File: config.mk
export PLATFORM = sky130hd
export DESIGN_NAME = wb_sha_bridge
export DESIGN_NICKNAME = d
export VERILOG_FILES = /design/src/rtl/wb_sha_bridge.sv
export SDC_FILE = /design/constraint.sdc
export NUM_CORES = 1
export LEC_CHECK = 0
export CAP_MARGIN = 0
export CORE_MARGIN = 2
export CORE_UTILIZATION = 42
export CTS_CLUSTER_SIZE = 30
export DETAILED_ROUTE_END_ITERATION = 8
export GPL_TIMING_DRIVEN = 0
export PLACE_DENSITY = 0.78
export SLEW_MARGIN = 20
export SYNTH_ARGS = -nofsm -noshare
export SYNTH_HDL_FRONTEND = slang
export SYNTH_SLANG_ARGS = --single-unit
File: constraint.sdc
create_clock -name wb_clk_i -period 2.4 [get_ports wb_clk_i]
set_input_delay 0.6 -clock wb_clk_i [delete_from_list [all_inputs] [get_ports wb_clk_i]]
set_output_delay 0.6 -clock wb_clk_i [all_outputs]
set_load 0.02 [all_outputs]
File: src/rtl/wb_sha_bridge.sv
// Wishbone-classic slave bridging the management bus onto the SHA-256 core register port.
// Decodes a base window, issues a single-cycle core strobe, waits READ_LAT cycles for read data.
module wb_sha_bridge #(
    parameter int          CORE_AW   = 8,
    parameter logic [31:0] BASE_ADDR = 32'h3000_0000,
    parameter logic [31:0] BASE_MASK = 32'hFFFF_FC00,
    parameter int          READ_LAT  = 1,
    parameter bit          ERR_EN    = 1'b1
) (
    input  logic               wb_clk_i,
    input  logic               wb_rst_i,
    input  logic               wbs_cyc_i,
    input  logic               wbs_stb_i,
    input  logic               wbs_we_i,
    input  logic [3:0]         wbs_sel_i,
    input  logic [31:0]        wbs_adr_i,
    input  logic [31:0]        wbs_dat_i,
    output logic [31:0]        wbs_dat_o,
    output logic               wbs_ack_o,
    output logic               wbs_err_o,
    output logic               core_cs,
    output logic               core_we,
    output logic [CORE_AW-1:0] core_address,
    output logic [31:0]        core_write_data,
    input  logic [31:0]        core_read_data
);

    localparam logic [31:0] LOW_MASK = 32'((64'd1 << (CORE_AW + 2)) - 64'd1);
    localparam logic [3:0]  LAT_INIT = (READ_LAT > 0) ? 4'(READ_LAT - 1) : 4'd0;

    typedef enum logic [2:0] {
        S_IDLE,
        S_ISSUE,
        S_WAIT,
        S_RESP,
        S_FAULT
    } state_t;

    state_t             state, state_nxt;
    logic [CORE_AW-1:0] addr_q;
    logic [31:0]        wdata_q;
    logic [31:0]        rdata_q;
    logic               we_q;
    logic [3:0]         cnt_q;
    logic               abort_q;

    logic req, hit, fault, aborted;
    logic accept, load_cnt, capture;

    assign req     = wbs_cyc_i & wbs_stb_i;
    assign hit     = ((wbs_adr_i ^ BASE_ADDR) & BASE_MASK) == 32'd0;
    // Address bits between the word index and the decoded window must be zero.
    assign fault   = !hit || (wbs_sel_i != 4'hF) ||
                     ((wbs_adr_i & ~BASE_MASK & ~LOW_MASK) != 32'd0);
    assign aborted = abort_q | ~wbs_cyc_i;

    always_comb begin
        state_nxt = state;
        accept    = 1'b0;
        load_cnt  = 1'b0;
        capture   = 1'b0;
        case (state)
            S_IDLE: begin
                if (req) begin
                    accept    = !fault;
                    state_nxt = fault ? S_FAULT : S_ISSUE;
                end
            end
            S_ISSUE: begin
                if (we_q) begin
                    state_nxt = aborted ? S_IDLE : S_RESP;
                end else if (READ_LAT == 0) begin
                    capture   = 1'b1;
                    state_nxt = aborted ? S_IDLE : S_RESP;
                end else begin
                    load_cnt  = 1'b1;
                    state_nxt = S_WAIT;
                end
            end
            S_WAIT: begin
                if (cnt_q == 4'd0) begin
                    capture   = 1'b1;
                    state_nxt = aborted ? S_IDLE : S_RESP;
                end
            end
            S_RESP:  state_nxt = S_IDLE;
            S_FAULT: state_nxt = S_IDLE;
            default: state_nxt = S_IDLE;
        endcase
    end

    always_comb begin
        core_cs         = 1'b0;
        core_we         = 1'b0;
        core_address    = '0;
        core_write_data = 32'd0;
        wbs_ack_o       = 1'b0;
        wbs_err_o       = 1'b0;
        wbs_dat_o       = 32'd0;
        case (state)
            S_ISSUE: begin
                core_cs         = 1'b1;
                core_we         = we_q;
                core_address    = addr_q;
                core_write_data = wdata_q;
            end
            S_RESP: begin
                wbs_ack_o = 1'b1;
                wbs_dat_o = we_q ? 32'd0 : rdata_q;
            end
            S_FAULT: begin
                if (ERR_EN) wbs_err_o = 1'b1;
                else        wbs_ack_o = 1'b1;
            end
            default: ;
        endcase
    end

    always_ff @(posedge wb_clk_i) begin
        if (wb_rst_i) begin
            state   <= S_IDLE;
            addr_q  <= '0;
            wdata_q <= 32'd0;
            rdata_q <= 32'd0;
            we_q    <= 1'b0;
            cnt_q   <= 4'd0;
            abort_q <= 1'b0;
        end else begin
            state <= state_nxt;
            if (accept) begin
                addr_q  <= wbs_adr_i[CORE_AW+1:2];
                wdata_q <= wbs_dat_i;
                we_q    <= wbs_we_i;
            end
            // A dropped cycle is remembered so the core access finishes but never acks.
            if (state == S_IDLE)
                abort_q <= 1'b0;
            else if ((state == S_ISSUE || state == S_WAIT) && !wbs_cyc_i)
                abort_q <= 1'b1;
            if (load_cnt)
                cnt_q <= LAT_INIT;
            else if (state == S_WAIT && cnt_q != 4'd0)
                cnt_q <= cnt_q - 4'd1;
            if (capture)
                rdata_q <= core_read_data;
        end
    end

endmodule

==> impl_results.md, run 1 <==
* Clock tree buffer depth at 2
* Clock power frac at between 30% and 40%
* Top post-synthesis cells by area: dfxtp_1 (40%), nand2b_1 (13%), mux2i_1 (10%)
* Area growth from synthesis to layout at 48.7%
* Mapped cell area at a little over 4000 um2
* Setup Viol. Count Final at 0
* PortBufs at 177
* CTS clk-pin slew, worst paths at ~90 ps
* Crit path launch type: flip-flop
* NetSw at ~0.6 mW
* Initial DRC count at 84
* Worst VDD drop at 248 uV
* Core area at 9280 um2
* Sink Count at between 80 and 90
* Row Count at 35
* Worst Path Max Fanout at 10
* Vias in the first global route at 3792
* Logic gate share of total power at 9.9%
* I/O pin count at between 150 and 200
* Max transition margin at 70.1%
* RSZ-0062 raised after global routing: no
* Layout fillers at 848
* Yosys top cell area share at around two fifths
* Number of H-tree levels at 3
* Die height at 102 um
* Slew at the pin closest to its max-slew limit at 448 ps
* Max cap viols at 0
* Layout net count at 764
* Congestion Overflow GR at 0
* WP data arrival at roughly 1700 ps
* Place WS at -644 ps
* Fin area at 5980 um2
* Initial core utilization at a little over two fifths
* Fin. max-slew vios at 0
* GPL Wtd Cong at about 0.83
* Sw frac at between 20% and 30%
* Initial antenna violation count at 0
* GRT Total Usage at a little over a fifth
* Drt pass-1 iters at 4
* Placed cell areas at just under 6000 um2
* Post-route ant nets at 0
* DR WL/cell at approximately 14 um
* DIE AREA at roughly 10000 um2
* CP endpoint kind: output port
* Lkg Pwr at ~2.5 nW
* Cells after synthesis at ~470
* Fin crit period at about 2300 ps
* Commonest non-fill, non-tap cell in the layout: clkdlybuf4s50_1
* Power Internal at around 2.0 mW
* Worst Hold Class: flip-flop to flip-flop
* Flops & latches, synth at 81
* Critical path type: flip-flop to output port
* Vias at approximately 3800
* Post-Syn Nets at ~570
* CTS Buf Count at 9
* Post-route setup slack at ~84 ps
* Final Hold Fails at 0
* First-pass GRT wire length at 17600 um
* FMAX at roughly 430 MHz
* Reg power frac at between 50% and 60%
* Most frequent cells in the layout: clkdlybuf4s50_1 (101), nand2b_1 (84), dfxtp_1 (81), nand2_1 (65), and2_1 (42)
* Hpwl dp at between 8000 and 9000 um
* # DRC at 0
* WL final at 10900 um
* Pin count of the biggest net entering global routing at 16
* Clk root buf: clkbuf_8
* YS warnings at 0
* P per Cell Area at between 400 and 500 nW/um2
* Via-to-Cell Ratio at about 4.8
* CTS tree: yes
* Die W at approximately 100 um
* Ant. Diodes at 0
* Post-synthesis cell type count at 39
* Critical Path RT at between 1500 and 2000 ps
* Mean post-synth cell area at around 8.6 um2
* Seq/Total Area, Yosys at 40.3%
* Worst-skew pair later-pin latency at about 360 ps
* Max Clock Skew at between 10 and 15 ps
* Fraction of the cycle the final worst path needs at between 90% and 100%
* Status: completed
* Layout cell share with drive strength beyond 1 at 17.3%
* Cell taking the most area after synthesis: dfxtp_1
==> power groups by stage <==
stage / logic, mW / clock network (mW) / registers (mW)
after floorplan: 0.0725 / 0 / 1.38
after global placement: 0.259 / 0 / 1.38
after detailed placement: 0.261 / 0 / 1.38
after CTS: 0.263 / 1.05 / 1.34
after global routing: 0.280 / 1.10 / 1.34
final: 0.260 / 1.02 / 1.34
==> cell usage after synthesis <==
cell type,instances
a211oi_1,3
a21o_1,1
a21oi_1,33
and2_0,1
and2_1,42
and3_1,33
buf_2,3
buf_4,2
buf_6,1
buf_8,4
clkbuf_1,28
dfxtp_1,81
ha_1,1
inv_1,4
mux2i_1,40
nand2_1,65
nand2b_1,84
nand3_1,3
nand3_2,1
nand4_2,1
nor2_1,9
nor3_1,4
nor3_4,2
nor3b_1,2
nor3b_2,1
nor4_1,1
nor4_2,2
nor4_4,1
nor4bb_1,3
o211a_1,1
o21ai_0,1
o22ai_1,1
o31ai_1,1
or2_2,1
or3_1,1
or3b_1,1
or4_1,1
xnor2_1,2
xor2_1,2
==> registers in the layout, summed over array words and instances (netlist names) <==
name / cells
addr_q: 8
we_q: 1
cnt_q: 4
abort_q: 1
wdata_q: 32
state: 3
rdata_q: 32
==> area by class of cell <==
type	instances	area, um2	area share, %
Inverter	4	15.0	0.251
Tap cell	129	161	2.70
Buffer	38	244	4.08
Clock buffer	9	124	2.07
Clock inverter	7	77.6	1.30
Timing Repair Buffer	179	1540	25.8
Sequential cell	81	1620	27.1
Multi-Input combinational cell	345	2200	36.7
==> worst paths after layout <==
path,startpoint,to,slack [ps],depth (start not counted)
worst max-delay path,state[0]$_SDFFE_PP0P_,core_write_data[25],80,6
worst min-delay path,rdata_q[27]$_SDFFE_PP0P_,rdata_q[27]$_SDFFE_PP0P_,460,2
worst max register to register,state[2]$_SDFFE_PP0P_,wdata_q[10]$_SDFFE_PP0P_,610,6
worst min register to register,rdata_q[27]$_SDFFE_PP0P_,rdata_q[27]$_SDFFE_PP0P_,460,2
==> layer usage <==
metal | up-vias | part of all wire (%) | track usage, %
li1 | 1906 | - | -
met1 | 1701 | 41 | 24.3
met2 | 143 | 48 | 37.0
met3 | 13 | 10 | 6.98
met4 | 0 | 1.2 | 6.67
met5 | - | 0 | 0
==> critical path: stages, from the launching register on <==
cell and delay, ps:
dfxtp_1 330, buf_6 150, nor3b_4 210, buf_6 140, buf_4 150, and2_1 130
clkdlybuf4s15_2 250
==> repair_timing <==
action | in CTS | in global routing
setup endpoints to repair | 75 | 59
resized for setup | 223 | 50
hold buffers | 0 | 0
buffers inserted | 2 | 0
==> kinds of logic after synthesis <==
logic type      after synthesis  synth area share, %
flops                        81                 40.3
mux                          40                 9.95
fa+ha+maj                     1                0.311
xor+xnor                      4                0.871
compound gates               41                 5.57
buf+inv                      42                 5.51
simple gates                259                 37.5
==> metrics by stage <==
stage	instances	hold WS [ps]	utilization (%)	power (mW)	setup TNS (ps)
floorplan	468	432	-	1.45	0
global placement	774	438	64.2	1.63	-33540
detailed placement	774	445	64.2	1.64	-36020
CTS	792	458	66.9	2.66	0
global route	792	477	64.4	2.72	0
finish	792	456	64.4	2.63	0
Note: power is estimated with default switching activity, not from simulation.
==> run 2: changes to the inputs <==
--- a/config.mk
+++ b/config.mk
@@ -5,6 +5,7 @@
 export SDC_FILE = /design/constraint.sdc
 export NUM_CORES = 1
 export LEC_CHECK = 0
+export ABC_CLOCK_PERIOD_IN_PS = 2400
 export CAP_MARGIN = 0
 export CORE_MARGIN = 2
 export CORE_UTILIZATION = 42
==> results of run 2 <==
Same layout as run 1: the final DEF is identical, and so are final timing and power.
==> run 3: changes to the inputs <==
--- a/config.mk
+++ b/config.mk
@@ -7,7 +7,6 @@
 export LEC_CHECK = 0
 export ABC_CLOCK_PERIOD_IN_PS = 2400
 export CAP_MARGIN = 0
-export CORE_MARGIN = 2
 export CORE_UTILIZATION = 42
 export CTS_CLUSTER_SIZE = 30
 export DETAILED_ROUTE_END_ITERATION = 8
==> run 3 against run 2 <==
Effect of this change: clock skew grew 0.93 ps; sequential share of layout area shrank 0.30 points; design area grew 1.1%; worst setup slack lost 6.0 ps; non-clock buffer count grew 1; critical endpoint is now wbs_dat_o[22]; die area shrank 3.9%; power grew 0.17%; register-to-register slack gained 80 ps; hold slack lost 2.1 ps.
==> impl_results.md, run 3 (synthesis results as in run 1) <==
* Placed cell areas at 5960 um2 (unchanged)
* Row Count at 35 (unchanged)
* PortBufs at 177 (unchanged)
* Crit-path cells: buf_6 -> inv_1 -> and3_4 -> clkbuf_8 -> and3_1 -> clkdlybuf4s15_2 (was buf_6 -> nor3b_4 -> buf_6 -> buf_4 -> and2_1 -> clkdlybuf4s15_2)
* Max Clock Skew at 13.1 ps (was 12.2 ps)
* CTS tree: yes (unchanged)
* Ant. Diodes at 0 (unchanged)
* Worst Hold Class: flip-flop to flip-flop (unchanged)
* Initial antenna violation count at 0 (unchanged)
* Critical path type: flip-flop to output port (unchanged)
* Flop2flop setup slack at 690 ps (was 610 ps)
* Initial core utilization at 43.5% (was 43.3%)
* I/O pin count at 181 (unchanged)
* Lkg Pwr at 2.47 nW (was 2.45 nW)
* Clock tree buffer depth at 2 (unchanged)
* Placed instance count at 774 (unchanged)
* Area growth from synthesis to layout at 50.4% (was 48.7%)
* Critical-path top delay cell: dfxtp_1 (unchanged)
* Die height at 99.9 um (was 102 um)
* Pin count of the biggest net entering global routing at 15 (was 16)
* Setup Viol. Count Final at 0 (unchanged)
* Status: completed (unchanged)
* Largest regs: rdata_q x32, wdata_q x32, addr_q x8 (unchanged)
* Gr busiest metal: met2 (unchanged)
* Worst Path Max Fanout at 10 (unchanged)
* Initial DRC count at 86 (was 84)
* P per Cell Area at 435 nW/um2 (was 439 nW/um2)
* Layout cell share with drive strength beyond 1 at 17.5% (was 17.3%)
* Post-route ant nets at 0 (unchanged)
* CTS Buf Count at 9 (unchanged)
* Commonest non-fill, non-tap cell in the layout: clkdlybuf4s50_1 (unchanged)
* Crit path launch type: flip-flop (unchanged)
* CTS clk-pin slew, worst paths at 80 ps (was 90 ps)
* Congestion Overflow GR at 0 (unchanged)
* Fraction of the cycle the final worst path needs at 96.7% (was 96.5%)
* Setup_tns at 0 ps (unchanged)
* Fin crit period at 2320 ps (about the same)
* Worst-skew pair later-pin latency at 360 ps (about the same)
* DR WL/cell at 14.0 um (was 13.7 um)
* Met2 Use GR at 40.0% (was 37.0%)
* Largest stage delay on the critical path at 310 ps (was 330 ps)
* GPL Wtd Cong at 0.764 (was 0.831)
* FMAX at 431 MHz (was 432 MHz)
* Drt pass-1 iters at 4 (unchanged)
* Max cap viols at 0 (unchanged)
* Final Non-Filler Cells at 793 (was 792)
* Die W at 99.9 um (was 102 um)
* Number of H-tree levels at 3 (unchanged)
* Met3 GRT Util at 8.91% (was 6.98%)
* Most frequent cells in the layout: clkdlybuf4s50_1 (101), nand2b_1 (84), dfxtp_1 (81), nand2_1 (65), buf_2 (45) (was clkdlybuf4s50_1 (101), nand2b_1 (84), dfxtp_1 (81), nand2_1 (65), and2_1 (42))
* First-pass GRT wire length at 18100 um (was 17600 um)
* WL final at 11100 um (was 10900 um)
* Worst VDD drop at 303 uV (was 248 uV)
* Fin. max-slew vios at 0 (unchanged)
* CP endpoint kind: output port (unchanged)
* Finished Core Util at 65.5% (was 64.4%)
* Clk root buf: clkbuf_8 (unchanged)
* DIE AREA at 9970 um2 (was 10400 um2)
* Hpwl dp at 8340 um (was 8400 um)
* Via-to-Cell Ratio at 4.84 (was 4.75)
* Met1 usage at 26.0% (was 24.3%)
* Core area at 9240 um2 (was 9280 um2)
* Vias in the first global route at 3781 (was 3792)
* WP data arrival at 1720 ps (about the same)
* Vias at 3835 (was 3763)
* # DRC at 0 (unchanged)
* Slew at the pin closest to its max-slew limit at 459 ps (was 448 ps)
* Sink Count at 81 (unchanged)
* Fin area at 6050 um2 (was 5980 um2)
* GRT Total Usage at 22.8% (was 21.1%)
* Critical Path RT at 1800 ps (about the same)
* Layout net count at 765 (was 764)
* Final Hold Fails at 0 (unchanged)
* Max transition margin at 69.4% (was 70.1%)
==> run 3: worst max-delay path: cells and delay by family (launching register included) <==
kind / cells / cell delay (ps)
and+or+nand+nor: 2 / 400
DFF: 1 / 310
buffers and inverters: 4 / 660
==> run 3: per-stage QoR <==
stage               worst slack (ps)  hold WS, ps  power, mW
finish                          78.1          454       2.63
detailed placement              -612          445       1.64
global placement                -593          438       1.64
CTS                             1.26          456       2.66
global route                   -10.0          472       2.74
floorplan                        247          432       1.45
==> run 3: power by group <==
part	switching, mW	internal (mW)
Sequential	0.000438	1.34
Clock	0.512	0.511
Combinational	0.0772	0.186
==> run 3: layout make-up <==
cell class / count / area, um2
fill: 806 / 3190
multi-input combinational: 345 / 2200
sequential: 81 / 1620
timing repair buffer: 180 / 1610
buffer: 38 / 244
tap: 129 / 161
clock buffer: 10 / 138
clock inverter: 6 / 65.1
inverter: 4 / 15.0
==> run 3: final timing paths <==
path                            startpoint                  endpoint  cells past startpoint
hold reg to reg   rdata_q[25]$_SDFFE_PP0P_  rdata_q[25]$_SDFFE_PP0P_                      2
setup / recovery     state[2]$_SDFFE_PP0P_             wbs_dat_o[22]                      6
setup reg to reg     cnt_q[0]$_SDFFE_PP0P_     state[2]$_SDFFE_PP0P_                      6
hold / removal    rdata_q[25]$_SDFFE_PP0P_  rdata_q[25]$_SDFFE_PP0P_                      2
==> run 3: repair_timing <==
item,4_1_cts,5_1_grt
pin swaps,0,1
hold buffers,0,0
endpoints found under the setup margin,75,104
setup buffers,2,1
resized for setup,238,42
==> run 3: per-layer routing <==
metal / wire length, um / vias to the layer above / part of all wire [%]
met5: 0 / - / 0
met4: 150 / 0 / 1.4
met3: 1040 / 10 / 9.3
met2: 5260 / 150 / 47
met1: 4650 / 1762 / 42
li1: - / 1913 / -
